## src/rtl/vga_sync_ctrl_if.sv

```systemverilog
// Timing bus between the VGA sync generator and the renderer.
// master = sync generator (drives timing, samples pix_en); slave = renderer/strobe source.
interface vga_sync_ctrl_if;
  logic       pix_en;
  logic       hsync;
  logic       vsync;
  logic       video_on;
  logic [9:0] pixel_x;
  logic [9:0] pixel_y;
  logic       line_tick;
  logic       frame_tick;

  modport master (
    input  pix_en,
    output hsync, vsync, video_on, pixel_x, pixel_y, line_tick, frame_tick
  );

  modport slave (
    output pix_en,
    input  hsync, vsync, video_on, pixel_x, pixel_y, line_tick, frame_tick
  );
endinterface

```

## src/rtl/vga_sync_ctrl.sv

```systemverilog
// VGA timing generator: h/v counters advanced by a pixel clock-enable on the 50 MHz clock.
// Sync/video/strobe flags are registered from next-state counts, so they align with pixel_x/pixel_y.
module vga_sync_ctrl #(
  parameter int unsigned H_VISIBLE   = 640,
  parameter int unsigned H_FP        = 16,
  parameter int unsigned H_SYNC      = 96,
  parameter int unsigned H_BP        = 48,
  parameter int unsigned V_VISIBLE   = 480,
  parameter int unsigned V_FP        = 10,
  parameter int unsigned V_SYNC      = 2,
  parameter int unsigned V_BP        = 33,
  parameter bit          SYNC_ACTIVE = 1'b0,
  parameter bit          USE_INT_DIV = 1'b1
) (
  input  logic            clk,
  input  logic            rst_n,
  vga_sync_ctrl_if.master bus
);
  localparam int unsigned H_TOTAL = H_VISIBLE + H_FP + H_SYNC + H_BP;
  localparam int unsigned V_TOTAL = V_VISIBLE + V_FP + V_SYNC + V_BP;

  localparam logic [9:0] H_LAST     = 10'(H_TOTAL - 1);
  localparam logic [9:0] V_LAST     = 10'(V_TOTAL - 1);
  localparam logic [9:0] H_VIS      = 10'(H_VISIBLE);
  localparam logic [9:0] V_VIS      = 10'(V_VISIBLE);
  localparam logic [9:0] H_SYNC_BEG = 10'(H_VISIBLE + H_FP);
  localparam logic [9:0] H_SYNC_END = 10'(H_VISIBLE + H_FP + H_SYNC);
  localparam logic [9:0] V_SYNC_BEG = 10'(V_VISIBLE + V_FP);
  localparam logic [9:0] V_SYNC_END = 10'(V_VISIBLE + V_FP + V_SYNC);

  if (H_TOTAL > 1023 || V_TOTAL > 1023) begin : g_size_chk
    $error("vga_sync_ctrl: timing totals do not fit the 10-bit counters");
  end

  logic       r_div;
  logic       r_started;
  logic [9:0] r_h_cnt;
  logic [9:0] r_v_cnt;
  logic       r_hsync;
  logic       r_vsync;
  logic       r_video_on;
  logic       r_line_tick;
  logic       r_frame_tick;

  logic       w_tick;
  logic       w_h_wrap;
  logic       w_v_wrap;
  logic [9:0] w_h_nxt;
  logic [9:0] w_v_nxt;

  always_comb begin
    w_tick   = USE_INT_DIV ? r_div : bus.pix_en;
    w_h_wrap = (r_h_cnt == H_LAST);
    w_v_wrap = (r_v_cnt == V_LAST);
    w_h_nxt  = r_h_cnt;
    w_v_nxt  = r_v_cnt;
    if (w_tick) begin
      w_h_nxt = w_h_wrap ? 10'd0 : r_h_cnt + 10'd1;
      if (w_h_wrap) begin
        w_v_nxt = w_v_wrap ? 10'd0 : r_v_cnt + 10'd1;
      end
    end
  end

  // Flags are computed from w_*_nxt so they change on the same edge as the counters.
  always_ff @(posedge clk or negedge rst_n) begin
    if (!rst_n) begin
      r_div        <= 1'b0;
      r_started    <= 1'b0;
      r_h_cnt      <= 10'd0;
      r_v_cnt      <= 10'd0;
      r_hsync      <= ~SYNC_ACTIVE;
      r_vsync      <= ~SYNC_ACTIVE;
      r_video_on   <= 1'b0;
      r_line_tick  <= 1'b0;
      r_frame_tick <= 1'b0;
    end else begin
      r_div        <= ~r_div;
      r_started    <= r_started | w_tick;
      r_h_cnt      <= w_h_nxt;
      r_v_cnt      <= w_v_nxt;
      r_hsync      <= ((w_h_nxt >= H_SYNC_BEG) && (w_h_nxt < H_SYNC_END)) ? SYNC_ACTIVE : ~SYNC_ACTIVE;
      r_vsync      <= ((w_v_nxt >= V_SYNC_BEG) && (w_v_nxt < V_SYNC_END)) ? SYNC_ACTIVE : ~SYNC_ACTIVE;
      r_video_on   <= (r_started | w_tick) && (w_h_nxt < H_VIS) && (w_v_nxt < V_VIS);
      r_line_tick  <= w_tick && w_h_wrap;
      r_frame_tick <= w_tick && w_h_wrap && w_v_wrap;
    end
  end

  assign bus.hsync      = r_hsync;
  assign bus.vsync      = r_vsync;
  assign bus.video_on   = r_video_on;
  assign bus.pixel_x    = r_h_cnt;
  assign bus.pixel_y    = r_v_cnt;
  assign bus.line_tick  = r_line_tick;
  assign bus.frame_tick = r_frame_tick;
endmodule
```

## src/flat_wrapper.sv

```systemverilog
// flat-port wrapper written by rule: the top's interface ports become plain ports
module vga_sync_ctrl_flat 
#(
  parameter int unsigned H_VISIBLE   = 640,
  parameter int unsigned H_FP        = 16,
  parameter int unsigned H_SYNC      = 96,
  parameter int unsigned H_BP        = 48,
  parameter int unsigned V_VISIBLE   = 480,
  parameter int unsigned V_FP        = 10,
  parameter int unsigned V_SYNC      = 2,
  parameter int unsigned V_BP        = 33,
  parameter bit          SYNC_ACTIVE = 1'b0,
  parameter bit          USE_INT_DIV = 1'b1
)
  (clk, rst_n, bus_pix_en, bus_hsync, bus_vsync, bus_video_on, bus_pixel_x, bus_pixel_y, bus_line_tick, bus_frame_tick);
  vga_sync_ctrl_if bus_i ();
  input  logic clk;
  input  logic rst_n;
  input wire logic [$bits(bus_i.pix_en)-1:0] bus_pix_en;
  output wire logic [$bits(bus_i.hsync)-1:0] bus_hsync;
  output wire logic [$bits(bus_i.vsync)-1:0] bus_vsync;
  output wire logic [$bits(bus_i.video_on)-1:0] bus_video_on;
  output wire logic [$bits(bus_i.pixel_x)-1:0] bus_pixel_x;
  output wire logic [$bits(bus_i.pixel_y)-1:0] bus_pixel_y;
  output wire logic [$bits(bus_i.line_tick)-1:0] bus_line_tick;
  output wire logic [$bits(bus_i.frame_tick)-1:0] bus_frame_tick;
  assign bus_i.pix_en = bus_pix_en;
  assign bus_hsync = bus_i.hsync;
  assign bus_vsync = bus_i.vsync;
  assign bus_video_on = bus_i.video_on;
  assign bus_pixel_x = bus_i.pixel_x;
  assign bus_pixel_y = bus_i.pixel_y;
  assign bus_line_tick = bus_i.line_tick;
  assign bus_frame_tick = bus_i.frame_tick;
  vga_sync_ctrl #(.H_VISIBLE(H_VISIBLE), .H_FP(H_FP), .H_SYNC(H_SYNC), .H_BP(H_BP), .V_VISIBLE(V_VISIBLE), .V_FP(V_FP), .V_SYNC(V_SYNC), .V_BP(V_BP), .SYNC_ACTIVE(SYNC_ACTIVE), .USE_INT_DIV(USE_INT_DIV)) u_core (.clk(clk), .rst_n(rst_n), .bus(bus_i));
endmodule
```

## config.mk

```make
export PLATFORM = sky130hd
export DESIGN_NAME = vga_sync_ctrl_flat
export DESIGN_NICKNAME = d
export VERILOG_FILES = /design/src/rtl/vga_sync_ctrl_if.sv /design/src/rtl/vga_sync_ctrl.sv /design/src/flat_wrapper.sv
export SDC_FILE = /design/constraint.sdc
export NUM_CORES = 1
export LEC_CHECK = 0
export CORE_MARGIN = 1.5
export CORE_UTILIZATION = 35
export DETAILED_ROUTE_END_ITERATION = 8
export GPL_TIMING_DRIVEN = 0
export PLACE_DENSITY = 0.6
export REMOVE_ABC_BUFFERS = 1
export SLEW_MARGIN = 20
export SYNTH_ARGS = -nofsm -noshare
export SYNTH_HDL_FRONTEND = slang
export SYNTH_SLANG_ARGS = --single-unit
```

## constraint.sdc

```tcl
create_clock -name clk -period 5.75 [get_ports clk]
set_input_delay 0.8625 -clock clk [delete_from_list [all_inputs] [get_ports clk]]
set_output_delay 0.8625 -clock clk [all_outputs]
set_load 0.1 [all_outputs]
```

==> summary.md, run 1 <==
| Metric | Value |
|---|---|
| Status | `finished, final reports clean` |
| Drt via density | `5.09` |
| Met2 routed WL | `1300 µm` |
| Max Slew Vio Count | `0` |
| Fmax | `354 MHz` |
| Maxcap violations | `0` |
| Sink Count | `27` |
| Leakage | `0.725 nW` |
| Mapped Cells | `131` |
| Clock transition at the registers of the reported paths | `0.09 ns` |
| Post-DRT Antenna Nets | `0` |
| Die area | `4130 µm²` |
| Worst Setup End Kind | `output pin` |
| Post-synth EDFFs | `0` |
| Initial core utilization | `36.2%` |
| Worst-case hold slack | `between 0.4 and 0.5 ns` |
| R2r setup slk | `3.13 ns` |
| CP Class | `reg -> out` |
| Drt first pass iters | `4` |
| CP arrival | `roughly 2.0 ns` |
| Routed met3 length | `115 µm` |
| Most frequent cells in the layout | `25 x clkdlybuf4s50_1, 25 x dfrtp_1, 14 x nand2_1, 11 x inv_1, 7 x nor2_1` |
| HPWL Detailed | `2010 µm` |
| Setup tns final | `0 ns` |
| Post-synth cell types | `36` |
| Final Hold Vio Count | `0` |
| Synth Area per Inst | `10.0 µm²` |
| I/O pin cnt | `28` |
| Period utilization | `a little under 50%` |
| Synth Warn # | `0` |
| Post-CTS Setup Inserts | `0` |
| Die width | `64.3 µm` |
| # nets final | `166` |
| Clock root cell | `clkbuf_8` |
| Top Metal Used | `met4` |
| Register bit total from synthesis | `27` |
| Die Height | `64.3 µm` |
| CP top delay family | `buffers and inverters` |
| Antenna cells | `0` |
| Global-route wire length before repair | `4840 µm` |
| Core footprint | `3630 µm²` |
| Hold Path Class | `reg -> reg` |
| Overflow after GRT | `0` |
| # H-tree levels | `1` |
| CP Buf/Inv Count | `1` |
| DR vias | `1053` |
| RR Startpoint | `u_core.bus.pixel_x[0]` |
| Final wirelength | `2760 µm` |
| Final min period | `2.83 ns` |
| RePlAce Congestion | `around 0.82` |
| Proportion of layout cells with a drive suffix above 1 | `8.81%` |
| WHS Endpoint | `u_core.r_started` |
| Post-cts sizing count | `0` |
| Primary FF master, synth | `dfrtp_1` |
| Vias in the first global route | `1066` |
| Largest net degree at the start of global routing | `28` |
| RSZ-0062 raised after global routing | `no` |
| P per Cell Area | `between 150 and 200 nW/µm²` |
| Row count | `22` |
| M1 wire length | `between 1000 and 1500 µm` |
| Synthesized area | `1320 µm²` |
| Worst path cell trace | `clkdlybuf4s50_1` |
| Worst path required time | `4.89 ns` |
| Sequential element share of the synthesized area | `51.6%` |
| CTS Hold Buffers Added | `0` |
| Startpoint type of the worst setup path | `flip-flop` |
| Crit-path slowest cell | `clkdlybuf4s50_1` |
| Worst skew pair latency | `0.27 ns` |
| Ys async rst share | `100%` |
| CTS tree | `done` |
| Maximum VDD drop | `0.0806 mV` |
| Critical path's largest stage delay | `1.20 ns` |
| Slew HR | `34.6%` |
| Num CTS Buffers | `3` |
| Worst Skew | `between 0.006 and 0.007 ns` |
| Port Buffer Count | `26` |
| Hold Path Depth | `1` |
| Critical path depth | `1` |
| Area grow syn2layout | `26.7%` |
| Number of DRC markers in iteration 0 | `60` |
| Crit-path max FO | `9` |
| Final setup fails | `0` |
| Worst slew pin tran | `around 1 ns` |
| Wire per inst | `13.3 µm` |
| GRT Util Overall | `15.1%` |
| Max Root-Sink Buffers | `2` |
| DRC Markers | `0` |
| Path depth of the worst reg2reg path | `8` |
| Crit Reg-Reg Endpoint | `u_core.bus.video_on` |
| Initial antenna violation count | `0` |
| Min-delay src | `u_core.r_started` |
routing by layer:
| layer | up-vias | track usage [%] |
|---|---|---|
| li1 | 512 | - |
| met2 | 30 | 24.9 |
| met5 | - | 0 |
| met1 | 505 | 18.8 |
| met3 | 6 | 2.99 |
| met4 | 0 | 7.45 |
registers in the layout, summed over array words and instances, names as in the netlist:
name                   count
u_core.bus.frame_tick      1
u_core.r_started           1
u_core.bus.vsync           1
u_core.bus.video_on        1
u_core.bus.pixel_y        10
u_core.bus.hsync           1
u_core.r_div               1
u_core.bus.pixel_x        10
u_core.bus.line_tick       1
logic make-up (layout without fill, tap and decap cells):
logic type | Yosys count | after routing | share of synthesized area [%]
AND/OR/NAND/NOR | 59 | 59 | 25.9
flip-flops | 27 | 27 | 51.6
AO/OA/AOI/OAI | 18 | 18 | 8.47
buffers and inverters | 13 | 41 | 3.90
XOR/XNOR | 11 | 11 | 7.33
adder cells (fa/ha/maj) | 3 | 3 | 2.85
report_power, final:
group / switching, W / total (W) / internal, W
sequential: 0 / 0.000190 / 0.000190
combinational: 0.00000351 / 0.00000375 / 0.000000243
clock: 0.0000582 / 0.000107 / 0.0000485
total: 0.0000617 / 0.000300 / 0.000239
cell usage after synthesis (3+ instances only):
cell	count	area share (%)
a31oi_1	3	1.4
nor2_1	7	2.0
inv_1	11	3.1
o21ai_0	6	2.3
xnor2_1	5	3.3
nor3_1	6	2.3
a21oi_1	3	1.1
xor2_1	6	4.0
nand3_1	5	1.9
nand2_1	14	4.0
nand4_1	5	2.4
ha_1	3	2.9
dfrtp_1	25	48
through the flow:
step                instances  setup slack [ns]  util [%]  power (W)  cell area (µm²)
floorplan                 129              2.83         -   0.000194             1310
global placement          203              3.15      44.7   0.000198             1630
detailed placement        203              3.15      44.6   0.000198             1620
CTS                       207              2.91      45.9   0.000306             1670
global route              207              2.84      45.9   0.000316             1670
finish                    207              2.92      45.9   0.000300             1670
area by class of cell:
type,count,area (µm²)
clock buffers,3,41.3
clock inverters,1,5.00
fillers,384,1970
inverters,11,41.3
multi-input cells,91,586
flip-flops and latches,27,678
well taps,48,60.1
repair buffers,26,255
worst max path at each step:
stage                          start                  end  slack [ns]
6_report       u_core.bus.pixel_y[4]       bus_pixel_y[4]        2.92
5_1_grt        u_core.bus.pixel_y[4]       bus_pixel_y[4]        2.84
2_1_floorplan  u_core.bus.pixel_x[0]  u_core.bus.video_on        2.83
3_3_place_gp   u_core.bus.pixel_x[0]  u_core.bus.video_on        3.15
3_5_place_dp   u_core.bus.pixel_x[0]  u_core.bus.video_on        3.15
4_1_cts        u_core.bus.pixel_y[4]       bus_pixel_y[4]        2.91
Note: power is estimated with default switching activity, not from simulation.
==> run 2: changes to the inputs <==
==> constraint.sdc (replaced) <==
create_clock -name clk -period 2.9 [get_ports clk]
set_input_delay 0.435 -clock clk [delete_from_list [all_inputs] [get_ports clk]]
set_output_delay 0.435 -clock clk [all_outputs]
set_load 0.1 [all_outputs]
==> results of run 2 <==
Same layout as run 1 (identical final DEF). Status: finished, final reports clean.
Among the figures that moved: setup slack after placement 3.15 ns -> 0.297 ns; setup slack after layout 2.92 ns -> 0.285 ns; hold slack 0.451 ns -> 0.158 ns; start point of the critical path u_core.bus.pixel_y[4] -> u_core.bus.pixel_x[0]; end point of the critical path bus_pixel_y[4] -> u_core.bus.video_on; register-to-register setup slack 3.13 ns -> 0.28 ns; total power 0.000300 W -> 0.000595 W; worst IR drop on VDD 0.0806 mV -> 0.160 mV
==> run 3: changes to the inputs <==
--- a/config.mk
+++ b/config.mk
@@ -5,7 +5,6 @@
 export SDC_FILE = /design/constraint.sdc
 export NUM_CORES = 1
 export LEC_CHECK = 0
-export CORE_MARGIN = 1.5
 export CORE_UTILIZATION = 35
 export DETAILED_ROUTE_END_ITERATION = 8
 export GPL_TIMING_DRIVEN = 0
==> run 3 against run 2 <==
Cell area up 0.23%. Combinational power about the same. Cell count down 0.97%. Highest routed layer unchanged. Clock skew up 0.0016 ns. Largest cell class unchanged. Maximum frequency up 1.1%. Non-clock buffer count unchanged. Critical path type unchanged.
==> summary.md, run 3 (synthesis gave the netlist of run 1 again) <==
| Metric | Value |
|---|---|
| Final Hold Vio Count | `0 (unchanged)` |
| CP Class | `reg -> reg` |
| Final min period | `roughly 2.6 ns` |
| Startpoint type of the worst setup path | `flip-flop` |
| DR vias | `1046 (-0.66%)` |
| Post-DRT Antenna Nets | `0 (unchanged)` |
| Die Height | `63.3 µm (-1.6%)` |
| Clock transition at the registers of the reported paths | `0.10 ns (about the same)` |
| Core footprint | `3470 µm² (-4.5%)` |
| DRC Markers | `0 (unchanged)` |
| Worst Skew | `0.00842 ns (+0.00160 ns)` |
| Final setup margin | `0.314 ns` |
| Routed met3 length | `123 µm (+7.0%)` |
| Fin area | `1670 µm² (+0.23%)` |
| Crit Reg-Reg Endpoint | `u_core.bus.video_on` |
| Worst slew pin tran | `0.970 ns (-0.00673 ns)` |
| Clock root cell | `clkbuf_8` |
| Combinational power share | `1.2% (about the same)` |
| CP arrival | `roughly 2.8 ns` |
| Die area | `4010 µm² (-3.1%)` |
| Status | `finished, final reports clean` |
| RR Startpoint | `u_core.bus.pixel_x[0]` |
| Maximum VDD drop | `0.289 mV` |
| DP Area | `1620 µm² (-0.15%)` |
| Crit-path max FO | `14` |
| Sequential share of power | `61.5% (-1.7 points)` |
| # nets final | `166 (unchanged)` |
| # fillers | `353 (-8.1%)` |
| Proportion of layout cells with a drive suffix above 1 | `9.43% (+0.63 points)` |
| Antenna cells | `0 (unchanged)` |
| Area grow syn2layout | `27.0%` |
| Worst Setup End Kind | `flip-flop` |
| Final wirelength | `2750 µm (-0.43%)` |
| Overflow after GRT | `0 (unchanged)` |
| GRT Util Overall | `15.3% (+0.26 points)` |
| Top Metal Used | `met4` |
| Slew HR | `35.1% (+0.45 points)` |
| Largest net degree at the start of global routing | `28 (unchanged)` |
| Final setup fails | `0 (unchanged)` |
| Sink Count | `27 (unchanged)` |
| Storage element area | `678 µm² (unchanged)` |
| Vias in the first global route | `1069 (+0.28%)` |
| Port Buffer Count | `26 (unchanged)` |
| Worst path required time | `3.09 ns` |
| Met2 routed WL | `1320 µm (+1.6%)` |
| Post-place setup slack | `0.232 ns` |
| Hold Path Class | `in -> async` |
| Worst-case hold slack | `around 0.14 ns` |
| Period utilization | `89.2%` |
| Initial core utilization | `37.9% (+1.7 points)` |
| Int Power | `around 0.00047 W` |
| Path depth of the worst reg2reg path | `8 (unchanged)` |
| Row count | `21 (-4.5%)` |
| CTS tree | `done` |
| Drt via density | `5.10 (+0.30%)` |
| RePlAce Congestion | `0.815 (-0.24%)` |
| Post-CTS Setup Inserts | `0 (unchanged)` |
| Max Root-Sink Buffers | `2 (unchanged)` |
| Clock power share | `37.3% (+1.8 points)` |
| Max Slew Vio Count | `0 (unchanged)` |
| HPWL Detailed | `1960 µm (-2.6%)` |
| P per Cell Area | `367 nW/µm²` |
| Die width | `63.3 µm (-1.6%)` |
| Fmax | `387 MHz` |
| I/O pin cnt | `28 (unchanged)` |
| Fin util | `48.2% (+2.3 points)` |
| Maxcap violations | `0 (unchanged)` |
| Wire per inst | `13.4 µm (+0.54%)` |
| Num CTS Buffers | `3 (unchanged)` |
| Worst skew pair latency | `0.29 ns (+0.02 ns)` |
| RSZ-0062 raised after global routing | `no` |
| Initial antenna violation count | `0 (unchanged)` |
| Number of DRC markers in iteration 0 | `72 (+20%)` |
| Drt first pass iters | `4 (unchanged)` |
| Most frequent cells in the layout | `25 x clkdlybuf4s50_1, 25 x dfrtp_1, 14 x nand2_1, 10 x inv_1, 7 x nor2_1` |
| Area taken by multi-input logic gates | `586 µm² (unchanged)` |
| Sw Pwr | `0.000137 W` |
| # H-tree levels | `1 (unchanged)` |
| M1 wire length | `1280 µm (-0.23%)` |
| Leakage | `0.711 nW (-1.9%)` |
| Global-route wire length before repair | `4790 µm (-0.99%)` |
| R2r setup slk | `0.31 ns` |
| Net Sw Frac | `22.4%` |
==> run 3: what timing repair did <==
item                       CTS  global route
hold buffers                 0             0
setup endpoints to repair    0             1
resized for setup            0             1
==> run 3: layout make-up <==
cell class / instances / area share, %
repair buffers: 26 / 15.3
clock buffers: 3 / 2.47
well taps: 46 / 3.45
clock inverters: 1 / 0.449
inverters: 11 / 2.70
flip-flops and latches: 27 / 40.6
multi-input cells: 91 / 35.1
==> run 3: critical path: stages (launching register included) <==
cell and delay (ns):
dfrtp_1 0.44, ha_1 0.21, and3_2 0.20, nand4bb_1 0.36
clkinvlp_4 0.38, nand4_1 0.14, xor2_1 0.20, nor4_1 0.30
and4bb_2 0.26
==> run 3: worst max-delay path by stage <==
| stage | from | endpoint | slack (ns) | cells past startpoint |
|---|---|---|---|---|
| after floorplan | u_core.bus.pixel_x[0] | u_core.bus.video_on | -0.02 | 8 |
| after global placement | u_core.bus.pixel_x[0] | u_core.bus.video_on | 0.29 | 8 |
| after detailed placement | u_core.bus.pixel_x[0] | u_core.bus.video_on | 0.23 | 8 |
| after CTS | u_core.bus.pixel_x[0] | u_core.bus.video_on | 0.21 | 8 |
| after global routing | u_core.bus.pixel_x[5] | u_core.bus.video_on | 0.09 | 7 |
| final | u_core.bus.pixel_x[0] | u_core.bus.video_on | 0.31 | 8 |
==> run 3: power by group through the flow <==
stage / sequential, W / clock, W / combinational (W)
after floorplan: 0.000384 / 0 / 0.000000000260
after global placement: 0.000384 / 0 / 0.00000873
after detailed placement: 0.000384 / 0 / 0.00000841
after CTS: 0.000376 / 0.000236 / 0.00000843
after global routing: 0.000376 / 0.000249 / 0.00000916
final: 0.000376 / 0.000228 / 0.00000742
==> run 3: metrics by stage <==
stage / instances / power (W) / TNS [ns]
after detailed placement: 201 / 0.000392 / 0
after global placement: 201 / 0.000392 / 0
after floorplan: 129 / 0.000384 / -0.0229
after global routing: 205 / 0.000635 / 0
after CTS: 205 / 0.000621 / 0
final: 205 / 0.000612 / 0
==> run 3: layer usage <==
layer / global-route usage, % / vias to the layer above
met5: 0 / -
met4: 4.26 / 0
met3: 3.80 / 4
met2: 27.0 / 27
met1: 18.4 / 498
li1: - / 517
==> variant 1, RTL diff (config.mk and constraints of run 3) <==
`SYNC_ACTIVE` is set to 1'b0 in 2 places; all go to 1'b1.
--- a/src/rtl/vga_sync_ctrl.sv
+++ b/src/rtl/vga_sync_ctrl.sv
@@ -9,7 +9,7 @@
   parameter int unsigned V_FP        = 10,
   parameter int unsigned V_SYNC      = 2,
   parameter int unsigned V_BP        = 33,
-  parameter bit          SYNC_ACTIVE = 1'b0,
+  parameter bit          SYNC_ACTIVE = 1'b1,
   parameter bit          USE_INT_DIV = 1'b1
 ) (
   input  logic            clk,
--- a/src/flat_wrapper.sv
+++ b/src/flat_wrapper.sv
@@ -9,7 +9,7 @@
   parameter int unsigned V_FP        = 10,
   parameter int unsigned V_SYNC      = 2,
   parameter int unsigned V_BP        = 33,
-  parameter bit          SYNC_ACTIVE = 1'b0,
+  parameter bit          SYNC_ACTIVE = 1'b1,
   parameter bit          USE_INT_DIV = 1'b1
 )
   (clk, rst_n, bus_pix_en, bus_hsync, bus_vsync, bus_video_on, bus_pixel_x, bus_pixel_y, bus_line_tick, bus_frame_tick);
Check against the original RTL: not equivalent (Yosys sat finds a counterexample within 4 cycles, from zero or initial values and one cycle with rst_n low).
==> variant 1 against run 3 <==
  * Synthesized cell count down 1.5%
  * Final area down 0.60%
  * Die area up 0.92%
  * Hold slack better by 0.020 ns
  * Non-clock buffer count unchanged
  * Wire length down 2.3%
  * Total power down 2.7%
  * Worst setup slack worse by 0.052 ns
  * Combinational power about the same
  * Synthesized area up 0.95%
  * Sequential cell count unchanged
  * Critical path depth unchanged
  * Critical path type unchanged
  * Critical endpoint is now u_core.bus.vsync
  * Highest routed layer unchanged
==> variant 1: results (changes against run 3) <==
Outcome - completed
Fmax achieved - 0.379 GHz (-2.0%)
Pint - 0.475 mW (about the same)
Synth Area per Inst - 10.3 µm² (+2.5%)
Largest net degree at the start of global routing - 28 (unchanged)
Total track usage - 14.5% (-0.81 points)
Initial antenna violation count - 0 (unchanged)
Hpwl dp - 2000 µm (+1.8%)
Top cells by area, synth - dfrtp_1 51%, xnor2_1 4.6%, nand2_1 4.5%
Clock network power share - 35.6% (-1.7 points)
Post-placement cell count - 200 (-0.50%)
Clock buf/inv share - 2.71% (-0.21 points)
LEAKAGE - 0.706 nW (-0.75%)
Share of cells above drive strength 1 - 7.69% (-1.7 points)
Switching Share - 20.2% (-2.2 points)
Drt first pass iters - 4 (unchanged)
Post-synth top cells - 27 x dfrtp_1, 16 x nand2_1, 8 x nor2_1
Htree depth - 1 (unchanged)
Global Route met1 Usage - 19.4% (+1.0 points)
Non-clk buf share - 15.4% (+0.092 points)
Peak VDD IR - 0.173 mV (-40%)
Clk sink count - 27 (unchanged)
WL met2 - 1310 µm (-0.30%)
Nets@finish - 163 (-1.8%)
Yosys cell types - 37 (+2.8%)
M3 GR Usage - 2.17% (-1.6 points)
Routability Congestion - 0.846 (+3.7%)
Relative slew slack - 34.8% (-0.25 points)
Clock buffers - 4 (+1)
Arr. time, crit path - 2.81 ns (+0.04 ns)
DRT iter0 DRCs - 73 (+1.4%)
Total wire length - 2690 µm (-2.3%)
Main flop type after synthesis - dfrtp_1
Seq area share - 40.7% (+0.094 points)
GR Util met2 - 23.9% (-3.1 points)
Top layer in use - met4
Met3 wire length - 82 µm (-33%)
First-pass GRT wire length - 4620 µm (-3.4%)
Crit-path max FO - 7 (-7)
DR vias/cell - 5.08 (-0.37%)
Clk_skew - 0.00551 ns (-0.00291 ns)
Wire length per cell - 13.2 µm (-1.8%)
Synthesis Warnings - 0 (unchanged)
M1 wire length - 1270 µm (-0.31%)
Flop-to-flop setup slack - 0.26 ns (-0.05 ns)
Signal inverters - 8 (-3)
Post-place setup slack - 0.203 ns (-0.0289 ns)
Seq/Total Area, Yosys - 50.9% (-0.67 points)
Fill cell count - 367 (+4.0%)
Multi-input logic area - 589 µm² (+0.64%)
CTS root buf - clkbuf_8
Worst-Skew Late Latency - 0.27 ns (-0.02 ns)
Setup repair bufs after CTS - 0 (unchanged)
Sequential power share - 63.2% (+1.7 points)
[variant 1: cell count changes after synthesis, moves of 2 or more]
cell            run 3  this run
dfstp_2             2         0
xnor2_1             5         7
dfrtp_1            25        27
nor4_1              1         3
inv_1              11         7
nand2_1            14        16
or2_2               2         0
nor3_1              6         4
and4_1              0         2
nand3_1             5         7
and3_2              2         0
xor2_1              6         4
[variant 1: final timing paths]
check	from	endpoint
hold reg to reg	u_core.r_started	u_core.r_started
max in group asynchronous	rst_n	u_core.bus.pixel_x[8]
min in group clk	u_core.r_started	u_core.r_started
setup / recovery	u_core.bus.pixel_y[0]	u_core.bus.vsync
setup reg to reg	u_core.bus.pixel_y[0]	u_core.bus.vsync
hold / removal	rst_n	u_core.bus.pixel_y[1]
[variant 1: per-stage QoR]
step	utilization [%]	hold WS [ns]	cell area, µm²
after floorplan	-	0.139	1300
after global placement	44.2	0.427	1620
after detailed placement	44.0	0.429	1610
after CTS	45.2	0.184	1660
after global routing	45.4	0.213	1660
final	45.4	0.157	1660
[variant 1: repair_timing]
item,4_1_cts,5_1_grt
resized for setup,0,1
hold buffers,0,0
setup endpoints to repair,0,1
[variant 1: worst max-delay path, stage by stage, from the launching register on]
cell,delay (ns)
dfrtp_1,0.42
inv_1,0.10
ha_1,0.17
or4b_1,0.45
or4_4,0.55
a21oi_2,0.14
o22ai_1,0.12
or3b_1,0.38
a2111oi_2,0.21
[variant 1: logic make-up after synthesis]
| logic type | Yosys count | share of synthesized area (%) |
|---|---|---|
| flip-flops | 27 | 50.9 |
| AO/OA/AOI/OAI | 16 | 8.29 |
| buffers and inverters | 11 | 5.00 |
| AND/OR/NAND/NOR | 61 | 25.7 |
| adder cells (fa/ha/maj) | 3 | 2.83 |
| XOR/XNOR | 11 | 7.26 |
==> variant 2, RTL diff (flow settings as in run 3) <==
Without the edit above. Reset style: synchronous (`rst_n`), changed in one clocked block.
--- a/src/rtl/vga_sync_ctrl.sv
+++ b/src/rtl/vga_sync_ctrl.sv
@@ -63,7 +63,7 @@
   end
 
   // Flags are computed from w_*_nxt so they change on the same edge as the counters.
-  always_ff @(posedge clk or negedge rst_n) begin
+  always_ff @(posedge clk) begin
     if (!rst_n) begin
       r_div        <= 1'b0;
       r_started    <= 1'b0;
Check against the original RTL: differs if rst_n is asserted again (counterexample within 4 cycles, from zero or initial values and one cycle with rst_n low); with rst_n held inactive, the same outputs for 10 cycles.
==> variant 2 against run 3 <==
  * Global-route usage grew 1.6 points
  * Synthesized area is 4.9% higher
  * Sequential cell count stayed put
  * Worst setup slack improved by 0.13 ns
  * Core utilization down 1.8 points
  * Non-clock buffer count is the same
  * Final area increased by 3.2%
  * Highest routed layer unchanged
  * Final cell count grew 17%
  * Die area is 4.8% higher
  * Wire length is 21% higher
  * Synthesized cell count rose by 27%
  * Via count grew 26%
Power is not compared: it rests on default switching activity, and its combinational part moved more than twofold at a synthesized area within 25%.
==> variant 2: results (changes against run 3) <==
Setup repair bufs after CTS - 0 (unchanged)
DRT iter0 DRCs - 64 (-11%)
Arr. time, crit path - 2.02 ns (-0.75 ns)
Routability Congestion - 0.836 (+2.6%)
Seq/Total Area, Yosys - 39.2% (-12 points)
Worst Hold Margin - 0.478 ns (+0.341 ns)
Crit-path max FO - 10 (-4)
Post-synth top cells - 27 x dfxtp_1, 16 x nor2_1, 13 x nand3_1
Wire length per cell - 14.0 µm (+4.2%)
Worst hold start - u_core.r_started
First-pass GRT wire length - 5660 µm (+18%)
Nets@finish - 198 (+19%)
Top cells by area, synth - dfxtp_1 39%, nand3_1 4.7%, nor2_1 4.4%
Ant. Diodes - 0 (unchanged)
Max-slew violations - 0 (unchanged)
Cts bufs inserted - 3 (unchanged)
Xor/xnor share of the synthesized area - 4.44% (-2.9 points)
Share of cells above drive strength 1 - 4.71% (-4.7 points)
Top delay family on crit path - buffers and inverters
Clock Path Buffers - 2 (unchanged)
Hpwl dp - 2390 µm (+22%)
Post-cts sizing count - 0 (unchanged)
Clk_skew - 0.00445 ns (-0.00397 ns)
Post-synth ARST share - 0% (-100 points)
Yosys cell types - 41 (+14%)
Crit-path slowest cell - clkdlybuf4s50_1
Initial antenna violation count - 0 (unchanged)
Post-place setup slack - 0.529 ns (+0.297 ns)
R2R Path End - u_core.bus.video_on
Largest net degree at the start of global routing - 19 (-32%)
Total track usage - 17.0% (+1.6 points)
DR vias/cell - 5.50 (+7.8%)
Flop-to-flop setup slack - 0.48 ns (+0.17 ns)
Worst-Skew Late Latency - 0.27 ns (-0.02 ns)
HP Class - register to register
Relative slew slack - 34.7% (-0.37 points)
Drt first pass iters - 4 (unchanged)
Clock-pin slew on the worst setup and hold paths - 0.09 ns
Vias in the first global route - 1189 (+11%)
Reg2reg start - u_core.bus.pixel_x[0]
Hold Crit Depth - 2
Post-synthesis adder-cell area fraction - 2.72% (-0.13 points)
R2R depth - 6 (-2)
Outcome - completed
Slowest stage delay, CP - 1.21 ns (+0.77 ns)
Input/output buffers - 26 (unchanged)
Fin Setup TNS - 0 ns (unchanged)
Htree depth - 1 (unchanged)
Complex-gate fraction of the synthesized area - 13.1% (+4.7 points)
LEAKAGE - 0.559 nW
Post-synthesis mux area share - 0.725% (+0.73 points)
-- variant 2: cell type report --
class	count	area [µm²]
clock buffers	4	45.0
fillers	391	1990
inverters	6	22.5
multi-input cells	128	796
flip-flops and latches	27	541
well taps	48	60.1
repair buffers	26	260
-- variant 2: through the flow --
step	total power, mW	std cells	cell area (µm²)	utilization (%)
after floorplan	0.443	161	1360	-
after global placement	0.459	235	1680	45.2
after detailed placement	0.460	235	1680	45.2
after CTS	0.675	239	1720	46.4
after global routing	0.697	239	1720	46.4
final	0.666	239	1720	46.4
-- variant 2: metal layers --
| layer | vias up | wire, µm | GRT usage, % |
|---|---|---|---|
| met5 | - | 0 | 0 |
| met4 | 0 | 30 | 4.17 |
| met3 | 4 | 159 | 2.11 |
| met2 | 40 | 1500 | 25.5 |
| met1 | 608 | 1650 | 25.2 |
| li1 | 662 | - | - |
-- variant 2: worst max path at each step --
stage | startpoint | slack [ns] | cells past startpoint | to
after floorplan | u_core.bus.pixel_x[1] | 0.12 | 6 | u_core.bus.video_on
after global placement | u_core.bus.pixel_x[0] | 0.52 | 6 | u_core.bus.video_on
after detailed placement | u_core.bus.pixel_x[0] | 0.53 | 6 | u_core.bus.video_on
after CTS | u_core.bus.pixel_y[5] | 0.46 | 1 | bus_pixel_y[5]
after global routing | u_core.bus.pixel_x[0] | 0.28 | 6 | u_core.bus.video_on
final | u_core.bus.pixel_y[5] | 0.45 | 1 | bus_pixel_y[5]
-- variant 2: where the power goes --
part,switching (mW),total (mW),leakage (nW),internal (mW)
registers,0.00918,0.386,0.219,0.377
logic,0.0475,0.0652,0.317,0.0177
clock network,0.117,0.215,0.0228,0.0985
